$ cat src/rtl/cache_port_arbiter.sv
// Shares the cache FSM request port between buffered exchange writes and one pending CPU read.
// Optional build macro RAW_FWD_EN: reads that hit a buffered write are answered from the FIFO.
module cache_port_arbiter #(
   parameter int ID_W         = 5,
   parameter int AMT_W        = 16,
   parameter int FIFO_DEPTH   = 4,
   parameter int STARVE_LIMIT = 3
) (
   input  logic             clk,
   input  logic             rst,
   input  logic             ex_valid,
   output logic             ex_ready,
   input  logic [ID_W-1:0]  ex_client_id,
   input  logic [AMT_W-1:0] ex_amount,
   input  logic             cpu_valid,
   output logic             cpu_ready,
   input  logic [ID_W-1:0]  cpu_client_id,
   output logic             cpu_rsp_valid,
   output logic [31:0]      cpu_rsp_data,
   output logic             cache_req_valid,
   output logic             cache_req_rw,
   output logic [31:0]      cache_req_index,
   output logic [31:0]      cache_req_data,
   input  logic             cache_res_ready,
   input  logic [31:0]      cache_res_data,
   output logic             busy
);

   localparam int PTR_W = $clog2(FIFO_DEPTH);
   localparam int CNT_W = $clog2(FIFO_DEPTH + 1);
   localparam int SC_W  = $clog2(STARVE_LIMIT + 1);

   localparam logic [0:0] IDLE = 1'b0;
   localparam logic [0:0] REQ  = 1'b1;

   logic [ID_W-1:0]  fifo_id_mem  [FIFO_DEPTH];
   logic [AMT_W-1:0] fifo_amt_mem [FIFO_DEPTH];
   logic [PTR_W-1:0] rd_ptr_reg, wr_ptr_reg;
   logic [CNT_W-1:0] count_reg;

   logic             rd_pending_reg;
   logic [ID_W-1:0]  rd_id_reg;
   logic [SC_W-1:0]  starve_cnt_reg;
   logic [0:0]       state_reg;
   logic             gap_reg;
   logic             req_rw_reg;
   logic [ID_W-1:0]  req_id_reg;
   logic [AMT_W-1:0] req_amt_reg;
   logic             read_starve_reg;
   logic             rsp_valid_reg;
   logic [31:0]      rsp_data_reg;

   logic fifo_full, fifo_empty, push, pop, rd_accept, rd_queue, rd_fwd;
   logic grant_write, grant_read;
   logic [31:0] fwd_data;
   logic [FIFO_DEPTH-1:0] raw_match;
   logic [9:0] id_ext;

   assign fifo_full  = (count_reg == CNT_W'(FIFO_DEPTH));
   assign fifo_empty = (count_reg == '0);
   assign push       = ex_valid && !fifo_full;
   assign pop        = (state_reg == REQ) && cache_res_ready && req_rw_reg;
   assign rd_accept  = cpu_valid && !rd_pending_reg;

   // An entry is live when its distance from the read pointer is below the occupancy.
   genvar gi;
   generate
      for (gi = 0; gi < FIFO_DEPTH; gi++) begin : g_raw
         logic [PTR_W-1:0] age;
         assign age           = PTR_W'(gi) - rd_ptr_reg;
         assign raw_match[gi] = (CNT_W'(age) < count_reg) && (fifo_id_mem[gi] == rd_id_reg);
      end
   endgenerate

`ifdef RAW_FWD_EN
   logic             fwd_hit;
   logic [AMT_W-1:0] fwd_amt;
   // Walk oldest to youngest so the youngest match wins; a same-cycle push is youngest of all.
   always_comb begin
      fwd_hit = 1'b0;
      fwd_amt = '0;
      for (int k = 0; k < FIFO_DEPTH; k++) begin
         if ((CNT_W'(k) < count_reg) &&
             (fifo_id_mem[rd_ptr_reg + PTR_W'(k)] == cpu_client_id)) begin
            fwd_hit = 1'b1;
            fwd_amt = fifo_amt_mem[rd_ptr_reg + PTR_W'(k)];
         end
      end
      if (push && (ex_client_id == cpu_client_id)) begin
         fwd_hit = 1'b1;
         fwd_amt = ex_amount;
      end
   end
   assign rd_fwd   = rd_accept && fwd_hit;
   assign rd_queue = rd_accept && !fwd_hit;
   assign fwd_data = 32'(fwd_amt);
`else
   assign rd_fwd   = 1'b0;
   assign rd_queue = rd_accept;
   assign fwd_data = '0;
`endif

   assign grant_write = !fifo_empty &&
                        (!rd_pending_reg || (starve_cnt_reg == SC_W'(STARVE_LIMIT)) || (|raw_match));
   assign grant_read  = rd_pending_reg && !grant_write;

   always_ff @(posedge clk) begin
      if (push) begin
         fifo_id_mem[wr_ptr_reg]  <= ex_client_id;
         fifo_amt_mem[wr_ptr_reg] <= ex_amount;
      end
   end

   always_ff @(posedge clk) begin
      if (rst) begin
         rd_ptr_reg      <= '0;
         wr_ptr_reg      <= '0;
         count_reg       <= '0;
         rd_pending_reg  <= 1'b0;
         rd_id_reg       <= '0;
         starve_cnt_reg  <= '0;
         state_reg       <= IDLE;
         gap_reg         <= 1'b0;
         req_rw_reg      <= 1'b0;
         req_id_reg      <= '0;
         req_amt_reg     <= '0;
         read_starve_reg <= 1'b0;
         rsp_valid_reg   <= 1'b0;
         rsp_data_reg    <= '0;
      end else begin
         gap_reg       <= 1'b0;
         rsp_valid_reg <= 1'b0;
         if (push) wr_ptr_reg <= wr_ptr_reg + PTR_W'(1);
         if (pop)  rd_ptr_reg <= rd_ptr_reg + PTR_W'(1);
         if (push && !pop)      count_reg <= count_reg + CNT_W'(1);
         else if (!push && pop) count_reg <= count_reg - CNT_W'(1);
         if (rd_queue) begin
            rd_pending_reg <= 1'b1;
            rd_id_reg      <= cpu_client_id;
         end
         if (rd_fwd) begin
            rsp_valid_reg <= 1'b1;
            rsp_data_reg  <= fwd_data;
         end
         if (state_reg == IDLE) begin
            // The settle cycle after each transaction lets a read accepted as the
            // previous read retires compete for the port before writes take it.
            if (!gap_reg && (grant_write || grant_read)) begin
               state_reg       <= REQ;
               req_rw_reg      <= grant_write;
               req_id_reg      <= grant_write ? fifo_id_mem[rd_ptr_reg] : rd_id_reg;
               req_amt_reg     <= grant_write ? fifo_amt_mem[rd_ptr_reg] : '0;
               read_starve_reg <= !fifo_empty;
            end
         end else if (cache_res_ready) begin
            state_reg <= IDLE;
            gap_reg   <= 1'b1;
            if (req_rw_reg) begin
               starve_cnt_reg <= '0;
            end else begin
               rd_pending_reg <= 1'b0;
               rsp_valid_reg  <= 1'b1;
               rsp_data_reg   <= cache_res_data;
               if (read_starve_reg && (starve_cnt_reg != SC_W'(STARVE_LIMIT)))
                  starve_cnt_reg <= starve_cnt_reg + SC_W'(1);
            end
         end
      end
   end

   assign id_ext          = 10'(req_id_reg);
   assign ex_ready        = !fifo_full;
   assign cpu_ready       = !rd_pending_reg;
   assign cpu_rsp_valid   = rsp_valid_reg;
   assign cpu_rsp_data    = rsp_data_reg;
   assign cache_req_valid = (state_reg == REQ);
   assign cache_req_rw    = req_rw_reg;
   assign cache_req_index = {18'b0, id_ext, 4'b0};
   assign cache_req_data  = 32'(req_amt_reg);
   assign busy            = (state_reg != IDLE) || !fifo_empty || rd_pending_reg;

endmodule

$ cat config.mk
export PLATFORM = sky130hd
export DESIGN_NAME = cache_port_arbiter
export DESIGN_NICKNAME = d
export VERILOG_FILES = /design/src/rtl/cache_port_arbiter.sv
export SDC_FILE = /design/constraint.sdc
export NUM_CORES = 1
export LEC_CHECK = 0
export BUFFER_PORTS_ARGS = -buffer_cell sky130_fd_sc_hd__buf_2
export CAP_MARGIN = 5
export CORE_MARGIN = 1.5
export CORE_UTILIZATION = 35
export CTS_CLUSTER_DIAMETER = 120
export DETAILED_ROUTE_END_ITERATION = 10
export HOLD_SLACK_MARGIN = 0.06
export PLACE_DENSITY_LB_ADDON = 0.05
export SETUP_SLACK_MARGIN = 0.4
export SLEW_MARGIN = 20
export SYNTH_ARGS = -nofsm -noshare
export SYNTH_HDL_FRONTEND = slang
export SYNTH_SLANG_ARGS = --single-unit
$ cat constraint.sdc
create_clock -name clk -period 2.36 [get_ports clk]
set_input_delay 0.236 -clock clk [delete_from_list [all_inputs] [get_ports clk]]
set_output_delay 0.236 -clock clk [all_outputs]
set_load 0.03 [all_outputs]
Yosys cells after proc, flatten, opt, wreduce, memory -nomap -nowiden --
Memory sizes are Yosys's and may differ from the RTL's. A register that Yosys moved wholly into a read port is not among the register bits. Index checks and enable logic that the tools add are counted.
Word-level totals: register bits 73, memory bits (writable) 84, input bits 63, output and inout port bits 102, memories 2
Cells by class: $add $sub $neg 9, order comparisons 4, equality and inequality tests 7, mux-type cells 21, bitwise operators 3, reductions and logical operators 35
Memory list:
- fifo_amt_mem | words 4, width 16, read ports 1, clocked after Yosys merged registers in 1, write ports 1, line 37 | logic [AMT_W-1:0] fifo_amt_mem [FIFO_DEPTH];
- fifo_id_mem | words 4, width 5, read ports 5, clocked after Yosys merged registers in 1, write ports 1, line 36 | logic [ID_W-1:0] fifo_id_mem [FIFO_DEPTH];
Operators by type and width (number):
- 5-bit equality test | 4
- 16-bit 2-to-1 mux | 1
- 1-bit logical AND | 14
- 2-bit by 3-bit less-than comparator with 1-bit output | 4
- 2-bit 2-to-1 mux | 6
- 1-bit 2-to-1 mux | 11
- 1-bit logical NOT | 7
- 2-bit by 1-bit adder with 2-bit output, second input constant | 3
- 3-bit 2-to-1 mux | 2
- 3-bit AND reduction | 2
- 1-bit logical OR | 5
- 5-bit 2-to-1 mux | 1
- 2-bit nonzero test | 2
- 4-bit OR reduction | 1
- 1-bit by 2-bit subtractor with 2-bit output, first input constant | 2
- 2-bit subtractor, first input constant | 2
- 3-bit by 1-bit adder with 3-bit output, second input constant | 1
- 3-bit equality test, second input constant | 1
- 3-bit logical NOT | 1
- 1-bit inverter | 3
- 3-bit OR reduction | 1
- 3-bit by 1-bit subtractor with 3-bit output, second input constant | 1
- 2-bit equality test, second input constant | 1
- 2-bit inequality test, second input constant | 1
- 2 further kinds | 2

Logic depth before layout (Yosys ltp) --
depth in word-level cells 12, depth in mapped cells 10, mapped depth without buffers 9

Worst setup path before layout --
No wires, ideal clock.
path kind register to register, start register count_reg[0], end register count_reg[2], library setup time 71 ps, data arrival time 2305 ps, data required time 2289 ps, path slack -16 ps, cell stages (with the launch flop) 11, buffers on the path 1, period minus slack after synthesis 2376 ps, cell sequence dfxtp_1 -> nor2_1 -> nand2_1 -> and2_1 -> clkbuf_1 -> ha_1 -> inv_1 -> fa_1 -> xor2_1 -> or3_1 -> a21oi_1
Between the ends: word-level cells in the longest chain between the ends 6, elaborated cells between the ends (all ways) 11, classes of those cells add/sub: 2; eq/ne: 1; mux: 2; reduce/logical: 6
RTL lines:
- start: declaration | line 39 | logic [CNT_W-1:0] count_reg;
- start signal: assignment | line 135 | if (push && !pop) count_reg <= count_reg + CNT_W'(1);
- start signal: assignment | line 136 | else if (!push && pop) count_reg <= count_reg - CNT_W'(1);
- 3-bit equality test (*) | line 59 | assign fifo_full = (count_reg == CNT_W'(FIFO_DEPTH));
- 1-bit logical NOT (*)
- via ex_ready | line 12 | output logic ex_ready,
- 1-bit logical AND (*) | line 61 | assign push = ex_valid && !fifo_full;
- via push | line 53 | logic fifo_full, fifo_empty, push, pop, rd_accept, rd_queue, rd_fwd;
- 1-bit logical NOT | line 136
- 1-bit logical AND | line 136
- 2-bit nonzero test (no line)
Mark *: on every way through the listed nets, which the timed path passes. The rest lies on a longest branch. The select of a mux whose other input is x is not followed. A chain may end at the register's enable or synchronous reset.

Worst setup path after layout --
start register count_reg[2], end register req_amt_reg[13]
Between the ends: word-level cells in the longest chain between the ends 10, elaborated cells between the ends (all ways) 19, classes of those cells order compare: 4; mux: 1; reduce/logical: 14
RTL lines:
- 2-bit by 3-bit less-than comparator with 1-bit output | line 71 | assign raw_match[gi] = (CNT_W'(age) < count_reg) && (fifo_id_mem[gi] == rd_id_reg);
- 1-bit logical AND | line 71
- 4-bit OR reduction | line 104 | (!rd_pending_reg || (starve_cnt_reg == SC_W'(STARVE_LIMIT)) || (|raw_match));
- 1-bit logical OR | line 104
- 1-bit logical AND (*) | line 103 | assign grant_write = !fifo_empty &&
- 1-bit logical NOT | line 105 | assign grant_read = rd_pending_reg && !grant_write;
- 1-bit logical AND | line 105
- 1-bit logical OR | line 148 | if (!gap_reg && (grant_write || grant_read)) begin
- 1-bit logical AND | line 148
- 2-bit AND reduction (no line)
- end signal: assignment | line 152 | req_amt_reg <= grant_write ? fifo_amt_mem[rd_ptr_reg] : '0;
- end: declaration | line 48 | logic [AMT_W-1:0] req_amt_reg;
Every way passes the cells marked *; elsewhere a longest branch is shown, timed or not.

==> impl_metrics.json <==
{
  "top_register": "fifo_amt_mem",
  "grt_use_met3_pct": 4.336,
  "seq_area_frac_synth_pct": 61.66,
  "timing.hold.ws_ns": 0.1477,
  "clockBufferDepth": 2,
  "wl_per_cell_um": 16.13,
  "finish.utilization_pct": 47.77,
  "yosys.area_share.simple_pct": 6.442,
  "outcome": "complete, but fails checks",
  "slowest_delay_ns": 0.48,
  "ant_nets": 0,
  "synth_compound_area_share_pct": 8.551,
  "drive_gt1_share_pct": 35.93,
  "path_cells": "inv_2 -> a221oi_2 -> nand2_1 -> nand4_4 -> or3b_4 -> clkbuf_16 -> o21ai_2",
  "start_kind": "flip-flop",
  "clk_latency_ns": 0.42,
  "violations": "design-rule violations",
  "synth-adder-area-share_pct": 2.224,
  "antenna_found_initial": 1,
  "wl_um": 14890,
  "overflow": 0,
  "fin_tns_setup_ns": 0,
  "fillers": 1658,
  "setup_viol": 0,
  "synth.distinct_cells": 43,
  "fin_crit_ns": 1.992,
  "core_area_sq_um": 18150,
  "synth_mux_area_share_pct": 8.934,
  "yosys.area.top_type": "edfxtp_1",
  "grt_max_degree": 34,
  "routed_via_density": 4.592,
  "dp_cells": 822,
  "grt_pass1_vias": 4261,
  "cts-htree-levels": 4,
  "root_buffer": "clkbuf_16",
  "end_kind": "flip-flop",
  "post-dp-hpwl_um": 9577,
  "hp-class": "input port to flip-flop",
  "via_count": 4238,
  "synthCells": 480,
  "largest_reg_flops": 64,
  "cts_sinks": 159,
  "fmax_mhz": 502.1,
  "synth_xor_area_share_pct": 3.489,
  "met2_usage_pct": 27.34,
  "cellPowerDensity_nw_per_um2": 981.7,
  "p_leak_nw": 3.623,
  "ios": 165,
  "syn_avg_cell_area_sq_um": 13.60,
  "busiest_layer": "met2",
  "gp_congestion": 0.7342,
  "die-height_um": 139.6,
  "cp_max_fo": 8,
  "required_ns": 2.72,
  "yosys_register_bits": 159,
  "clkTransAtPathRegs_ns": 0.06,
  "ys.flop_type": "edfxtp_1",
  "arrival_ns": 2.35,
  "cap_violations": 0,
  "hold_viol": 0,
  "final.period_utilization_pct": 84.40,
  "start_util_pct": 35.96,
  "finClkSkew_ns": 0.008879,
  "finalMaxSlewViolations": 0,
  "synth_top_family_by_area": "multiplexers",
  "rows": 49,
  "slowest_stage": "dfxtp_1",
  "dr.pass1.iters": 9,
  "final_common_cell": "buf_2",
  "rsz0062_at_grt": "yes",
  "grt_usage_pct": 15.77,
  "nNetsFinal": 754,
  "synthTopCellsByArea": "edfxtp_1, dfxtp_1, mux4_2",
  "peakVddDrop_mv": 0.7923,
  "die_w_um": 139.6,
  "maxSlewHeadroom_pct": 56.81,
  "drt_iter0_drc": 219,
  "place_area_sq_um": 7340,
  "synth_top_area_share_pct": 38.65,
  "worst_pin_slew_ns": 0.6466,
  "cts_tree": "yes",
  "syn-cell-area_sq_um": 6526,
  "critical_path_class": "flip-flop to flip-flop",
  "final_area_sq_um": 8670,
  "synth-edff-count": 84,
  "async_reset_ff_share_pct": 0,
  "use_met1_pct": 19.24,
  "yosys_warnings": 0,
  "layout-area-overhead-vs-synth_pct": 32.84,
  "grt_pass1_wl_um": 23380,
  "drc_errors": 10,
  "portBuffers": 121,
  "final_cell_mix": "buf_2, edfxtp_1, dfxtp_1",
  "numCtsBuffers": 17,
  "instances_no_fill": 923,
  "fp.dieArea_sq_um": 19470
}
[layer usage]
metal | wire length (um) | part of all wire, % | up-vias
met2 | 7602 | 51 | 84
met1 | 6609 | 44 | 2090
met3 | 536 | 3.6 | 10
li1 | - | - | 2054
met5 | 0 | 0 | -
met4 | 136 | 0.91 | 0
[area by class of cell]
class	instances	area (sq um)	share of cell area, %
inverters	25	96.34	1.111
clock buffers	24	471.7	5.441
well taps	229	286.5	3.305
repair buffers	206	1451	16.74
flip-flops and latches	159	4045	46.66
multi-input cells	271	2233	25.76
clock inverters	8	82.58	0.9525
diodes	1	2.502	0.02886
[kinds of logic (layout without fill, tap and decap cells)]
kind of cell             after synthesis  count (layout)
AND/OR/NAND/NOR                       85              85
XOR/XNOR                              26              26
buffers and inverters                 92             263
multiplexers                          32              32
AO/OA/AOI/OAI                         74              74
other                                  1              44
adder cells (fa/ha/maj)               11              11
flip-flops                           159             159
[report_power, final]
| part | internal [mW] | leakage, nW | switching, mW |
|---|---|---|---|
| combinational | 0.912 | 1.97 | 1.46 |
| sequential | 3.33 | 1.39 | 0.209 |
| clock | 1.51 | 0.269 | 1.09 |
[what timing repair did]
item,in CTS,in global routing
hold buffers,59,0
endpoints found under the hold margin,122,0
endpoints found under the setup margin,19,23
resized for setup,10,22
pin swaps,3,11
setup buffers,3,4
cloned,0,2
[synthesized netlist by cell type, types with 3 or more instances]
master / number
a22o_1: 32
edfxtp_1: 84
ha_1: 10
a21oi_1: 9
nor3_1: 4
nand3_1: 5
mux2i_1: 11
buf_2: 3
inv_1: 25
buf_6: 4
nor2_1: 23
and3_1: 4
nor4_1: 4
mux4_2: 21
xnor2_1: 3
or2_2: 4
nand2b_1: 3
xor2_1: 23
o21ai_0: 13
dfxtp_1: 75
buf_4: 45
clkbuf_1: 14
or3_1: 6
nand2_1: 24
o21ai_2: 9
a211oi_1: 5
[path summary, 6_finish.rpt]
kind / start / end / slack, ns / cells after the start
hold / removal: cache_res_ready / cache_req_valid / 0.15 / 3
setup / recovery: count_reg[2] / req_amt_reg[13] / 0.37 / 7
setup reg to reg: count_reg[2] / req_amt_reg[13] / 0.37 / 7
hold reg to reg: req_amt_reg[5] / req_amt_reg[5] / 0.45 / 2
[per-stage QoR]
step	power [mW]	setup slack, ns
global placement	5.719	0.2235
global route	8.963	0.2583
finish	8.511	0.3682
detailed placement	5.755	0.1534
CTS	8.511	0.3048
floorplan	5.138	0.3962
[worst max-delay path, delay by kind of cell (launching register included)]
| family | cells | cell delay (ns) |
|---|---|---|
| flops | 1 | 0.48 |
| simple gates | 3 | 0.69 |
| buf+inv | 2 | 0.36 |
| compound gates | 2 | 0.40 |
(Power assumes the default switching activity.)
